**config.mk**
```make
export PLATFORM = sky130hd
export DESIGN_NAME = piso_shift_reg_flat
export DESIGN_NICKNAME = d
export VERILOG_FILES = /design/src/rtl/piso_shift_reg_pkg.sv /design/src/rtl/piso_shift_reg_if.sv /design/src/rtl/piso_shift_reg_dff_cell.sv /design/src/rtl/piso_shift_reg.sv /design/src/flat_wrapper.sv
export SDC_FILE = /design/constraint.sdc
export NUM_CORES = 1
export LEC_CHECK = 0
export ABC_CLOCK_PERIOD_IN_PS = 1450
export BUFFER_PORTS_ARGS = -buffer_cell sky130_fd_sc_hd__buf_2
export CAP_MARGIN = 10
export CORE_UTILIZATION = 43
export CTS_CLUSTER_DIAMETER = 50
export DETAILED_ROUTE_END_ITERATION = 8
export GPL_ROUTABILITY_DRIVEN = 0
export PLACE_DENSITY = 0.71
export SYNTH_ARGS = -nofsm -noshare
export SYNTH_HDL_FRONTEND = slang
export SYNTH_SLANG_ARGS = --single-unit
export TNS_END_PERCENT = 30
```
**constraint.sdc**
```tcl
create_clock -name clk -period 1.45 [get_ports clk]
set_input_delay 0.145 -clock clk [delete_from_list [all_inputs] [get_ports clk]]
set_output_delay 0.145 -clock clk [all_outputs]
set_load 0.02 [all_outputs]
```
**src/rtl/piso_shift_reg_pkg.sv**
```systemverilog
// Shared types and helpers for the PISO shift register.
// State encoding and counter sizing live here.
package piso_shift_reg_pkg;

    typedef enum logic {
        IDLE  = 1'b0,
        SHIFT = 1'b1
    } state_e;

    function automatic int cnt_width(input int w);
        return (w < 2) ? 1 : $clog2(w);
    endfunction

endpackage

```
**src/rtl/piso_shift_reg_if.sv**
```systemverilog
// Word-side and serial-side handshake bundle.
// The DUT uses the slave modport, the producer/consumer the master.
interface piso_shift_reg_if #(
    parameter int WIDTH = 8
) ();

    logic             load_valid;
    logic             load_ready;
    logic [WIDTH-1:0] load_data;
    logic             ser_valid;
    logic             ser_ready;
    logic             ser_out;
    logic             ser_last;
    logic             busy;

    modport master (
        output load_valid,
        output load_data,
        output ser_ready,
        input  load_ready,
        input  ser_valid,
        input  ser_out,
        input  ser_last,
        input  busy
    );

    modport slave (
        input  load_valid,
        input  load_data,
        input  ser_ready,
        output load_ready,
        output ser_valid,
        output ser_out,
        output ser_last,
        output busy
    );

endinterface

```
**src/rtl/piso_shift_reg_dff_cell.sv**
```systemverilog
// Single storage bit: async active-low reset, sync clear.
// All PISO state is built from these cells.
module dff_cell (
    input  logic clk,
    input  logic Re,
    input  logic clr,
    input  logic d,
    output logic q
);

    always_ff @(posedge clk or negedge Re) begin
        if (!Re) begin
            q <= 1'b0;
        end else if (clr) begin
            q <= 1'b0;
        end else begin
            q <= d;
        end
    end

endmodule

```
**src/rtl/piso_shift_reg.sv**
```systemverilog
// Parallel-in/serial-out shift register, LSB first, with
// zero-bubble reload on the final serial beat.
import piso_shift_reg_pkg::*;

module piso_shift_reg #(
    parameter int WIDTH = 8
) (
    input  logic              clk,
    input  logic              Re,
    input  logic              inz,
    piso_shift_reg_if.slave   bus
);

    localparam int CW = cnt_width(WIDTH);
    localparam int NB = WIDTH + CW + 1;
    localparam logic [CW-1:0] LAST = CW'(WIDTH - 1);

    logic [NB-1:0]    q;
    logic [NB-1:0]    d;
    logic [WIDTH-1:0] sh;
    logic [CW-1:0]    cnt;
    state_e           state;

    logic [WIDTH-1:0] sh_d;
    logic [CW-1:0]    cnt_d;
    state_e           state_d;
    logic             in_shift;
    logic             final_beat;
    logic             rdy;
    logic             load;
    logic             beat;

    assign sh    = q[WIDTH-1:0];
    assign cnt   = q[WIDTH+CW-1:WIDTH];
    assign state = state_e'(q[NB-1]);

    // Layout of the cell vector: {state, counter, shift register}
    for (genvar i = 0; i < NB; i++) begin : g_bit
        dff_cell u_cell (
            .clk (clk),
            .Re  (Re),
            .clr (inz),
            .d   (d[i]),
            .q   (q[i])
        );
    end

    always_comb begin
        sh_d       = sh;
        cnt_d      = cnt;
        state_d    = state;
        in_shift   = (state == SHIFT);
        final_beat = in_shift && (cnt == LAST);
        rdy        = Re && !inz &&
                     (!in_shift ||
                      (bus.ser_ready && final_beat));
        load       = rdy && bus.load_valid;
        beat       = in_shift && bus.ser_ready && !load;

        unique case (1'b1)
            load: begin
                sh_d    = bus.load_data;
                cnt_d   = '0;
                state_d = SHIFT;
            end
            beat: begin
                sh_d = {1'b0, sh[WIDTH-1:1]};
                if (final_beat) begin
                    cnt_d   = '0;
                    state_d = IDLE;
                end else begin
                    cnt_d = cnt + 1'b1;
                end
            end
            default: ;
        endcase

        d = {state_d, cnt_d, sh_d};
    end

    assign bus.load_ready = rdy;
    assign bus.ser_valid  = in_shift;
    assign bus.busy       = in_shift;
    assign bus.ser_out    = sh[0];
    assign bus.ser_last   = final_beat;

endmodule

```
**src/flat_wrapper.sv**
```systemverilog
// flat-port wrapper written by rule: the top's interface ports become plain ports
module piso_shift_reg_flat 
#(
    parameter int WIDTH = 8
)
  (clk, Re, inz, bus_load_valid, bus_load_data, bus_ser_ready, bus_load_ready, bus_ser_valid, bus_ser_out, bus_ser_last, bus_busy);
  piso_shift_reg_if #(.WIDTH(WIDTH)) bus_i ();
  input  logic clk;
  input  logic Re;
  input  logic inz;
  input wire logic [$bits(bus_i.load_valid)-1:0] bus_load_valid;
  input wire logic [$bits(bus_i.load_data)-1:0] bus_load_data;
  input wire logic [$bits(bus_i.ser_ready)-1:0] bus_ser_ready;
  output wire logic [$bits(bus_i.load_ready)-1:0] bus_load_ready;
  output wire logic [$bits(bus_i.ser_valid)-1:0] bus_ser_valid;
  output wire logic [$bits(bus_i.ser_out)-1:0] bus_ser_out;
  output wire logic [$bits(bus_i.ser_last)-1:0] bus_ser_last;
  output wire logic [$bits(bus_i.busy)-1:0] bus_busy;
  assign bus_i.load_valid = bus_load_valid;
  assign bus_i.load_data = bus_load_data;
  assign bus_i.ser_ready = bus_ser_ready;
  assign bus_load_ready = bus_i.load_ready;
  assign bus_ser_valid = bus_i.ser_valid;
  assign bus_ser_out = bus_i.ser_out;
  assign bus_ser_last = bus_i.ser_last;
  assign bus_busy = bus_i.busy;
  piso_shift_reg #(.WIDTH(WIDTH)) u_core (.clk(clk), .Re(Re), .inz(inz), .bus(bus_i));
endmodule
```
==> impl_metrics.yaml <==
yosys:
  syn_area_per_cell_um2: 10.26
  yosys.area_share.simple: 0.1382
  synth_edf_count: 0
  synth_fa_ha_area_frac: 0.04065
  ys_warn_count: 0
  synthXorXnorAreaFrac: 0
  yosysTopAreaCell: "dfrtp_1"
  async_flop_share: 1.000
  synth-compound-area-share: 0.1707
  yosys-top-cells-area: "dfrtp_1 (49%), mux2i_1 (9.8%), o21ai_1 (4.9%)"
  muxShareOfSynthArea: 0.1159
  ys_top_cells_by_count: "dfrtp_1 (12), nand2_1 (8), mux2i_1 (6), o21ai_1 (6), nor2_1 (3)"
  synth_seq_area_share: 0.4878
  synth_nets: 75
  synth_top_family_by_area: "compound AO/OA/AOI/OAI gates"
  dominantRegCellSynth: "dfrtp_1"
  synthMostInstantiatedCell: "dfrtp_1"
  netlist_area_um2: 615.6
  synth-seq-cells: 12
  synth_top_area_frac: 0.4878
  synth_cell_types: 25
  netlist_instances: 60
drt:
  wl_met2_um: 589
  drcViolationCount: 0
  via_count: 525
  postRouteAntennaNets: 0
  wl_per_cell_um: 12.52
  first_pass_iters: 4
  initialDrtViolationCount: 11
  wl_met1_um: 623
  vias_per_cell: 5.303
  wirelength_mm: 1.239
  wl_met3_um: 21
  top_layer: "met4"
place:
  hpwl_um: 886.9
  place_ws_ps: -117.5
  numPortBuffers: 17
  placed_cells: 91
sta:
  max_slew_margin: 0.8454
  whs_ps: 125.6
  setup_viol: 10
  tns_ps: -274.3
  tightest_slew_ps: 230.1
  finalHoldViolCount: 0
  timing.final.crit_period_ps: 1539
  max_freq_mhz: 649.8
  fin_ws_ps: -88.83
  drv_slew: 0
  fin_skew_ps: 0.6145
  rsz0062_at_grt: "yes"
  fin_crit_sh: 1.061
critical_path:
  critical-path-max-stage-delay_ps: 390
  path_buf_inv: 1
  endpoint_kind: "output pin"
  reg2reg_from: "u_core.g_bit[9].u_cell.q"
  path_max_fanout: 4
  start_kind: "flop"
  cp.arrival_ps: 1390
  rr_worst_depth: 7
  crit_chain: "ha_2 > ha_4 > a21boi_4 > nor3b_2 > buf_4"
  required_ps: 1310
  path_class: "reg -> out"
  r2r_slack_ps: -50
  critical-path-slowest-cell: "dfrtp_1"
  cpLargestDelayFamily: "flip-flops"
  r2r-end: "u_core.g_bit[7].u_cell.q"
floorplanning:
  start_util: 0.4672
  placement_rows: 13
  coreArea_um2: 1318
  dieArea_um2: 1587
  io_pins: 18
  fp.dieW_um: 39.84
  die_h_um: 39.84
clock_tree:
  cts.clk_slew.worst_paths_ps: 70
  cts_tree: "yes"
  cts-root-buf: "clkbuf_4"
  cts_buffer_depth: 2
  cts_buffers: 3
  htreeDepth: 1
  clock_latency_ps: 260
  clock-sinks: 12
cells_and_area:
  layout-drive-gt1-share: 0.4048
  diodes: 0
  top_regs: "u_core.g_bit.u_cell.q x12"
  fin_cells: 99
  syn_to_final_growth_pct: 35.57
  nFillCells: 107
  largest_reg_flops: 12
  nNetsFinal: 101
  regMostFlops: "u_core.g_bit.u_cell.q"
power:
  leakage_uw: 0.0004378
  power_density_nw_per_um2: 841.7
  vdd.ir_drop.worst_mv: 0.5563
run_status:
  status: "finished, violations left"
  failed_checks: "negative setup slack"
global_route:
  grt_pass1_wl_mm: 1.973
  overflow: 0
  grt_pass1_vias: 484
  antenna_found_initial: 0
  track_usage: 0.1909
  grt_max_degree: 13
min_path:
  hold_path.class: "in -> reg"
  hold_depth: 2
  hp-start: "bus_load_data[7]"
  worstHoldEndpoint: "u_core.g_bit[7].u_cell.q"
flow_run:
  max_cap_violations: 0
## how the worst max path moves through the flow
stage                                to  slack [ps]  depth (start not counted)                      from
3_3_place_gp   u_core.g_bit[7].u_cell.q        -100                          5  u_core.g_bit[9].u_cell.q
4_1_cts                  bus_load_ready        -100                          5  u_core.g_bit[8].u_cell.q
6_report                 bus_load_ready         -90                          5  u_core.g_bit[9].u_cell.q
3_5_place_dp   u_core.g_bit[7].u_cell.q        -120                          5  u_core.g_bit[9].u_cell.q
2_1_floorplan            bus_load_ready         -30                          4  u_core.g_bit[8].u_cell.q
5_1_grt                  bus_load_ready        -150                          5  u_core.g_bit[9].u_cell.q
## cell usage in the layout (no fill, tap or decap), drive strengths merged
cell type    synthesis  layout
o22ai                1       1
a21oi                2       2
buf                  3      24
mux2                 1       1
nor3                 2       2
nor3b                1       1
a211oi               1       1
nor2                 3       3
or2                  1       1
a31o                 1       1
o21a                 1       1
and2                 1       1
clkbuf               1       3
dfrtp               12      12
o21ai                8       8
nand2                9       9
ha                   2       2
mux2i                6       6
nand2b               1       1
dlygate4sd3          0       1
a21boi               1       1
a22o                 2       2
## cells by family after synthesis
family,after synthesis
adders and majority gates,2
DFF,12
buffers and inverters,4
and+or+nand+nor,18
AOI/OAI and AO/OA,17
muxes,7
## layout make-up
class                   instances  area, um^2  share of cell area
multi-input cells              44       317.8              0.3808
clock buffers                   3       22.52             0.02699
repair buffers                 25       175.2              0.2099
well taps                      15       18.77             0.02249
flip-flops and latches         12       300.3              0.3598
## repair_timing
action | 4_1_cts | 5_1_grt
hold buffers | 1 | 0
gates resized for setup | 9 | 4
endpoints found under the hold margin | 12 | 0
setup buffers | 3 | 1
cloned | 0 | 0
setup endpoints to repair | 10 | 12
pin swaps | 2 | 3
## layer usage
layer,up-vias,track usage
met1,257,0.2553
met4,0,0.07759
met3,2,0.03409
met5,-,0
li1,262,-
met2,4,0.2992
## where the power goes
group	internal [uW]	switching (uW)	total [uW]	leakage (uW)
Clock	95.8	98.0	194	0.0000138
Combinational	67.3	69.1	136	0.000264
Sequential	358	14.6	372	0.000160
Total	521	182	702	0.000438
## stage by stage
stage | util | power (uW) | instance area [um^2]
after detailed placement | 0.5508 | 497.9 | 725.7
after global routing | 0.6334 | 740.4 | 834.6
after floorplan | - | 448.8 | 615.6
final | 0.6334 | 702.4 | 834.6
after global placement | 0.5508 | 496.8 | 725.7
after CTS | 0.6173 | 705.1 | 813.3
## worst register-to-register path: stages (launching register included)
cell and delay (ps):
dfrtp_1 390, ha_2 200, ha_4 180, a21boi_4 150
buf_4 130, buf_6 80, nor3_1 50, a22o_1 210
No activity file was read; power rests on OpenSTA's default activity.
